**src/rtl/smbs_deserializer.sv**
```systemverilog
// ============================================================================
// Module   : smbs_deserializer
// Purpose  : Packs a per-bit payload stream MSB-first into channel-tagged words
//            behind a single-entry valid/ready output register.
// Revision : 1.0 - initial release
// ============================================================================
`default_nettype none

module smbs_deserializer #(
    parameter int WORD_W = 8,
    parameter int ADDR_W = 6,
    parameter int NUM_CH = 4,
    parameter int CH_W   = 2,
    parameter int CNT_W  = 4
) (
    input  logic              clk,
    input  logic              rst_n,
    input  logic              bit_in,
    input  logic              bit_valid,
    input  logic              chunk_end,
    input  logic [ADDR_W-1:0] addr,
    output logic [WORD_W-1:0] out_data,
    output logic [CH_W-1:0]   out_ch,
    output logic [CNT_W-1:0]  out_nbits,
    output logic              out_valid,
    input  logic              out_ready,
    output logic              overflow,
    output logic              bad_addr,
    input  logic              clear_err
);

    localparam logic [ADDR_W:0]  C_NUM_CH = (ADDR_W + 1)'(NUM_CH);
    localparam logic [CNT_W-1:0] C_WORD_W = CNT_W'(WORD_W);

    typedef enum logic [1:0] {
        ST_IDLE    = 2'd0,
        ST_COLLECT = 2'd1,
        ST_DISCARD = 2'd2
    } state_t;

    state_t            state_q, state_d;
    logic [WORD_W-1:0] sr_q, sr_d;
    logic [CNT_W-1:0]  cnt_q, cnt_d, cnt_inc;
    logic [CH_W-1:0]   ch_q;
    logic [WORD_W-1:0] out_data_q;
    logic [CH_W-1:0]   out_ch_q;
    logic [CNT_W-1:0]  out_nbits_q;
    logic              out_valid_q;
    logic              overflow_q;
    logic              bad_addr_q;

    logic              start, bad_start, collecting, shift_en;
    logic              word_full, flush, emit, can_load;
    logic [WORD_W-1:0] emit_data;
    logic [CNT_W-1:0]  emit_nbits;
    logic [CH_W-1:0]   emit_ch;

    always_comb begin
        start      = (state_q == ST_IDLE) && bit_valid;
        bad_start  = start && ({1'b0, addr} >= C_NUM_CH);
        collecting = (state_q == ST_COLLECT) || (start && !bad_start);
        shift_en   = collecting && bit_valid;

        sr_d       = shift_en ? {sr_q[WORD_W-2:0], bit_in} : sr_q;
        cnt_inc    = shift_en ? cnt_q + 1'b1 : cnt_q;
        word_full  = shift_en && (cnt_inc == C_WORD_W);
        // A chunk ending exactly on a word boundary leaves nothing to flush.
        flush      = collecting && chunk_end && !word_full && (cnt_inc != '0);
        emit       = word_full || flush;

        // The shift register is right-aligned; left-justify partial words.
        emit_data  = word_full ? sr_d : (sr_d << (C_WORD_W - cnt_inc));
        emit_nbits = word_full ? C_WORD_W : cnt_inc;
        emit_ch    = (state_q == ST_IDLE) ? addr[CH_W-1:0] : ch_q;
        can_load   = !out_valid_q || out_ready;

        cnt_d      = (word_full || (collecting && chunk_end)) ? '0 : cnt_inc;

        state_d    = state_q;
        case (state_q)
            ST_IDLE: begin
                if (start) begin
                    if (chunk_end)      state_d = ST_IDLE;
                    else if (bad_start) state_d = ST_DISCARD;
                    else                state_d = ST_COLLECT;
                end
            end
            ST_COLLECT, ST_DISCARD: begin
                if (chunk_end) state_d = ST_IDLE;
            end
            default: state_d = ST_IDLE;
        endcase
    end

    always_ff @(posedge clk or negedge rst_n) begin
        if (!rst_n) begin
            state_q     <= ST_IDLE;
            sr_q        <= '0;
            cnt_q       <= '0;
            ch_q        <= '0;
            out_data_q  <= '0;
            out_ch_q    <= '0;
            out_nbits_q <= '0;
            out_valid_q <= 1'b0;
            overflow_q  <= 1'b0;
            bad_addr_q  <= 1'b0;
        end else begin
            state_q <= state_d;
            sr_q    <= sr_d;
            cnt_q   <= cnt_d;
            if (start) begin
                ch_q <= addr[CH_W-1:0];
            end

            if (emit && can_load) begin
                out_data_q  <= emit_data;
                out_ch_q    <= emit_ch;
                out_nbits_q <= emit_nbits;
                out_valid_q <= 1'b1;
            end else if (out_valid_q && out_ready) begin
                out_valid_q <= 1'b0;
            end

            // A new error event in the same cycle takes priority over clear.
            overflow_q <= (overflow_q && !clear_err) || (emit && !can_load);
            bad_addr_q <= (bad_addr_q && !clear_err) || bad_start;
        end
    end

    assign out_data  = out_data_q;
    assign out_ch    = out_ch_q;
    assign out_nbits = out_nbits_q;
    assign out_valid = out_valid_q;
    assign overflow  = overflow_q;
    assign bad_addr  = bad_addr_q;

endmodule

`default_nettype wire

```
**config.mk**
```make
export PLATFORM = sky130hd
export DESIGN_NAME = smbs_deserializer
export DESIGN_NICKNAME = d
export VERILOG_FILES = /design/src/rtl/smbs_deserializer.sv
export SDC_FILE = /design/constraint.sdc
export NUM_CORES = 1
export LEC_CHECK = 0
export CAP_MARGIN = 0
export CORE_MARGIN = 2
export CORE_UTILIZATION = 54
export DETAILED_ROUTE_END_ITERATION = 6
export PLACE_DENSITY = 0.78
export REMOVE_ABC_BUFFERS = 1
export SLEW_MARGIN = 15
export SYNTH_ARGS = -nofsm -noshare
export SYNTH_HDL_FRONTEND = slang
export SYNTH_SLANG_ARGS = --single-unit
```
**constraint.sdc**
```tcl
create_clock -name clk -period 4.8 [get_ports clk]
set_clock_uncertainty 0.2 [all_clocks]
set_input_delay 0.48 -clock clk [delete_from_list [all_inputs] [get_ports clk]]
set_output_delay 0.48 -clock clk [all_outputs]
set_load 0.01 [all_outputs]
```
=== After elaboration in Yosys (flattened, before gate mapping) ===
Index checks and enable logic that the tools add are counted.

* $add $sub $neg: 2
* Multiply operators: 0
* Div/mod/pow operators: 0
* Magnitude comparators: 1
* Equal/unequal tests: 5
* Shifts and indexed selects: 1
* Multiplexer cells: 13
* Bitwise logic cells: 0
* Reductions and logical operators: 29

{| class="wikitable"
|+ Operators with widths
! cell !! number
|-
| two-way mux 8 bit || 2
|-
| logical AND 1 bit || 13
|-
| two-way mux 4 bit || 3
|-
| two-way mux 2 bit || 5
|-
| << shifter 8 x 4 -> 8 bit || 1
|-
| greater-or-equal comparator 6 x 3 -> 1 bit, second input constant || 1
|-
| logical OR 1 bit || 6
|-
| zero test 1 bit || 5
|-
| adder 4 x 1 -> 4 bit, second input constant || 1
|-
| == test 4 bit, second input constant || 1
|-
| != test 2 bit, second input constant || 2
|-
| case mux 2 bit (2 select lines) || 1
|-
| nonzero test 4 bit || 1
|-
| subtractor 4 bit, first input constant || 1
|-
| == test 2 x 1 -> 1 bit, second input constant || 1
|-
| == test 2 bit, second input constant || 1
|-
| zero test 2 bit || 1
|-
| two-way mux 1 bit || 2
|-
| AND reduction 2 bit || 1
|-
| nonzero test 2 bit || 1
|-
| OR reduction 2 bit || 1
|}

* Register bits: 33
* Latch bits: 0
* RAM bits: 0
* ROM bits: 0
* Output and inout bits: 17
* Memories: 0

=== Logic depth before layout (Yosys ltp) ===
* Word-level depth: 16
* Gate-level depth with buffers: 15

=== Worst setup path after synthesis ===
OpenSTA, ideal clock, no wires.

* Path type: input -> register
* Start: input addr[5]
* End: register out_data_q[0], in the netlist out_data[0]
* Setup time: 119 ps
* Data arrival time: 3662 ps
* Required time: 4481 ps
* Path slack: 819 ps
* Cell stages on the path: 14
* Cells stage by stage: or4_4 buf_6 o21a_4 clkbuf_1 xnor2_1 ha_1 clkbuf_1 inv_1 or4_4 a32o_1 nor2_2 buf_6 o311ai_1 o21a_1

* Cells in the longest elaborated chain, start to end: 14
* Elaborated cells between the ends (all ways): 20

{| class="wikitable"
|+ RTL lines
! item !! line !! RTL
|-
| start: declaration || 21 || <nowiki>input logic [ADDR_W-1:0] addr,</nowiki>
|-
| greater-or-equal comparator 6 x 3 -> 1 bit * || 60 || <nowiki>bad_start = start && ({1'b0, addr} >= C_NUM_CH);</nowiki>
|-
| logical AND 1 bit * || 60 ||
|-
| zero test 1 bit * || 61 || <nowiki>collecting = (state_q == ST_COLLECT) || (start && !bad_start);</nowiki>
|-
| logical AND 1 bit * || 61 ||
|-
| logical OR 1 bit * || 61 ||
|-
| branches (longest 9 deep; another with subtractor 4 bit) || n/a ||
|-
| end signal: assignment || 116 || <nowiki>out_data_q <= emit_data;</nowiki>
|-
| end: declaration || 45 || <nowiki>logic [WORD_W-1:0] out_data_q;</nowiki>
|}

Every way passes the cells marked *.
A chain may end at the register's enable or synchronous reset.

=== Worst setup path after layout ===
* Start: input addr[5]
* End: register out_data_q[7], in the netlist out_data[7]

The elaborated chain is that of the path after synthesis.

==> qor.yml <==
status: "completed"
clockRootBuffer: "clkbuf_8"
path_cells: "clkdlybuf4s50_1 -> or4_4 -> o21a_4 -> xnor2_1 -> ha_1 -> inv_1 -> or4_4 -> a32o_1 -> nor2_2 -> buf_4 -> nor2_1 -> a31oi_1"
power_density_nw_per_um2: 612
die_w_um: 66.7
r2r_cells: 12
tns_ns: 0
yosysWarnings: 0
drt-wirelength-per-cell_um: 17.1
cts_tree: "yes"
routed_wirelength_mm: 5.33
timing.rr.end: "out_data[7]"
drv_slew: 0
final-setup-viol-count: 0
synth.avg_cell_area_um2: 9.06
ctsResizeCount: 0
max_cap_viol_count: 0
via_per_inst: 6.26
yosysSeqAreaShare_pct: 38.9
synth.cell_area_um2: 2120
drt_iter0_drc: 218
vias: 1953
period_minus_slack_ns: 4.05
grt_usage_pct: 25.8
slew_headroom_pct: 62.1
core_area_um2: 3720
fp.dieH_um: 66.7
grt_start_max_net_pins: 34
crit_type: "in -> reg"
worst-slew-pin-transition_ns: 0.568
synth-main-ff-cell: "dfrtp_1"
routabilityCongestion: 0.912
grt_pass1_vias: 1755
h-tree-depth: 2
clock.fmax_ghz: 0.247
grt-ovfl-total: 0
io_buffers: 29
crit_fanout: 17
yosysTopAreaCell: "dfrtp_1"
critPathSlowestCell: "or4_4"
synth_cell_types: 59
p_leak_uw: 0.00110
cpMostUsedCell: "or4_4"
slowest_delay_ns: 0.64
r2r_start: "state_q[0]"
firstDrtPassIters: 6
rsz0062_at_grt: "no"
drtAntennaViolNets: 0
async_flop_share_pct: 100
dp_hpwl_mm: 3.80
grt_pass1_wl_mm: 8.59
critPathBufInv: 3
worstHoldPathType: "reg -> reg"
finalHoldViolCount: 0
drive_above_1_share_pct: 10.2
synth_area_leaders: "dfrtp_1, nand2_1, mux2i_1"
arrival_ns: 4.06
rows: 22
synthCells: 234
cts_buffers: 5
post_cts_buffers: 0
synth_top_area_share_pct: 38.9
initial_utilization_pct: 57.1
peakVddDrop_mv: 0.357
reg2reg_slack_ns: 1.00
worst_hold_slack_ns: 0.285
endpoint: "out_data[7]"
synth_enable_flop_cells: 0
cts_sinks: 33
drc: 0
n_antenna_cell: 0
path_clk_slew_ns: 0.07
cp-end-kind: "register"
cts.path.max_buffers: 2
pin_count: 30
dieArea_um2: 4440
clkLatencyLatePin_ns: 0.29
critical-path-top-delay-family: "simple AND/OR/NAND/NOR gates"
ys_ff_latch: 33
path_depth: 12
fin_crit_sh_pct: 84.4
cp.required_ns: 4.81
antenna_found_initial: 0
hold_buffers: 0
area.growth.synth_to_final_pct: 20.8
final_nets: 280
startpoint: "addr[5]"
startpoint_type: "input pin"
## worst min-delay path: stages, from the launching register on
cell and delay [ns]:
dfrtp_1 0.34, nand2_1 0.05, o31ai_1 0.05
## stage by stage
step,setup slack (ns),utilization [%],area (um2),total power (uW),cells
2_1_floorplan,0.886,-,2050,986,221
6_report,0.749,69.0,2560,1570,312
3_5_place_dp,0.458,65.9,2450,1290,304
4_1_cts,0.774,69.0,2560,1560,312
3_3_place_gp,0.586,65.9,2450,1290,304
5_1_grt,0.586,69.0,2560,1680,312
## layout by cell type (no fill, tap or decap), types with 3 or more instances in the layout
| master | netlist | layout |
|---|---|---|
| buf_4 | 1 | 6 |
| mux2i_1 | 7 | 7 |
| o21ai_0 | 13 | 13 |
| nand2b_1 | 4 | 4 |
| o211ai_1 | 6 | 6 |
| mux2_2 | 4 | 4 |
| nand3_1 | 6 | 6 |
| clkbuf_8 | 0 | 5 |
| ha_1 | 4 | 4 |
| nand2_1 | 39 | 39 |
| o21a_1 | 3 | 3 |
| nor3_1 | 3 | 3 |
| inv_1 | 9 | 9 |
| dfrtp_1 | 33 | 33 |
| o22a_1 | 3 | 3 |
| nor2b_1 | 3 | 3 |
| a21oi_1 | 9 | 9 |
| a31oi_1 | 4 | 4 |
| nor2_1 | 15 | 15 |
| o31ai_1 | 3 | 3 |
| and3_1 | 4 | 4 |
| o22ai_1 | 4 | 4 |
| clkdlybuf4s50_1 | 0 | 29 |
## metal layers
| layer | routed length (um) | track usage, % | vias to the layer above |
|---|---|---|---|
| met5 | 0 | 0 | - |
| met4 | 80 | 6.38 | 0 |
| met3 | 381 | 5.57 | 8 |
| met2 | 2470 | 38.6 | 72 |
| met1 | 2400 | 37.8 | 937 |
| li1 | - | - | 936 |
## flip-flops by register name, indices dropped and copies added (netlist names)
name,cells
bad_addr,1
state_q,2
out_valid,1
ch_q,2
sr_q,8
out_data,8
overflow,1
cnt_q,4
out_ch,2
out_nbits,4
## logic make-up (layout without fill, tap and decap cells)
group,Yosys count,count (layout),share of synthesized area (%)
compound gates,77,77,27.6
xor+xnor,2,2,1.18
fa+ha+maj,4,4,2.36
buf+inv,22,52,4.84
flops,33,33,38.9
mux,11,11,5.43
simple gates,85,85,19.7
## power by group
part           internal (uW)  switching, uW  leakage, uW  total, uW
Clock                    155            110    0.0000543        265
Combinational            383            435     0.000637        818
Sequential               384            101     0.000410        485
## Yosys cell counts, drive strengths merged (2+ instances only)
cell type	instances
nand2	39
dfrtp	33
nor2	17
o21ai	13
a21oi	10
inv	9
clkbuf	8
mux2i	7
nand3	6
o211ai	6
buf	5
nand2b	5
a31oi	4
and3	4
ha	4
mux2	4
o21a	4
o22ai	4
nor2b	3
nor3	3
o22a	3
o31ai	3
or4	3
a211o	2
a211oi	2
a22o	2
a22oi	2
a311oi	2
a32o	2
a32oi	2
o2111ai	2
o211a	2
o32a	2
o41ai	2
xnor2	2
## how the worst min path moves through the flow
| stage | from | depth (start not counted) | to |
|---|---|---|---|
| 4_1_cts | out_data[1] | 1 | out_data[1] |
| 3_5_place_dp | out_nbits[1] | 2 | out_nbits[1] |
| 5_1_grt | out_data[1] | 1 | out_data[1] |
| 3_3_place_gp | sr_q[7] | 2 | sr_q[7] |
| 6_report | out_nbits[0] | 2 | out_nbits[0] |
| 2_1_floorplan | rst_n | 0 | bad_addr |
## final cells by class
type / count / area [um2]
well taps: 48 / 60.1
multi-input cells: 179 / 1190
flip-flops and latches: 33 / 826
clock buffers: 5 / 68.8
inverters: 9 / 33.8
clock inverters: 3 / 46.3
repair buffers: 35 / 335
fillers: 313 / 1150
(Power assumes the default switching activity.)
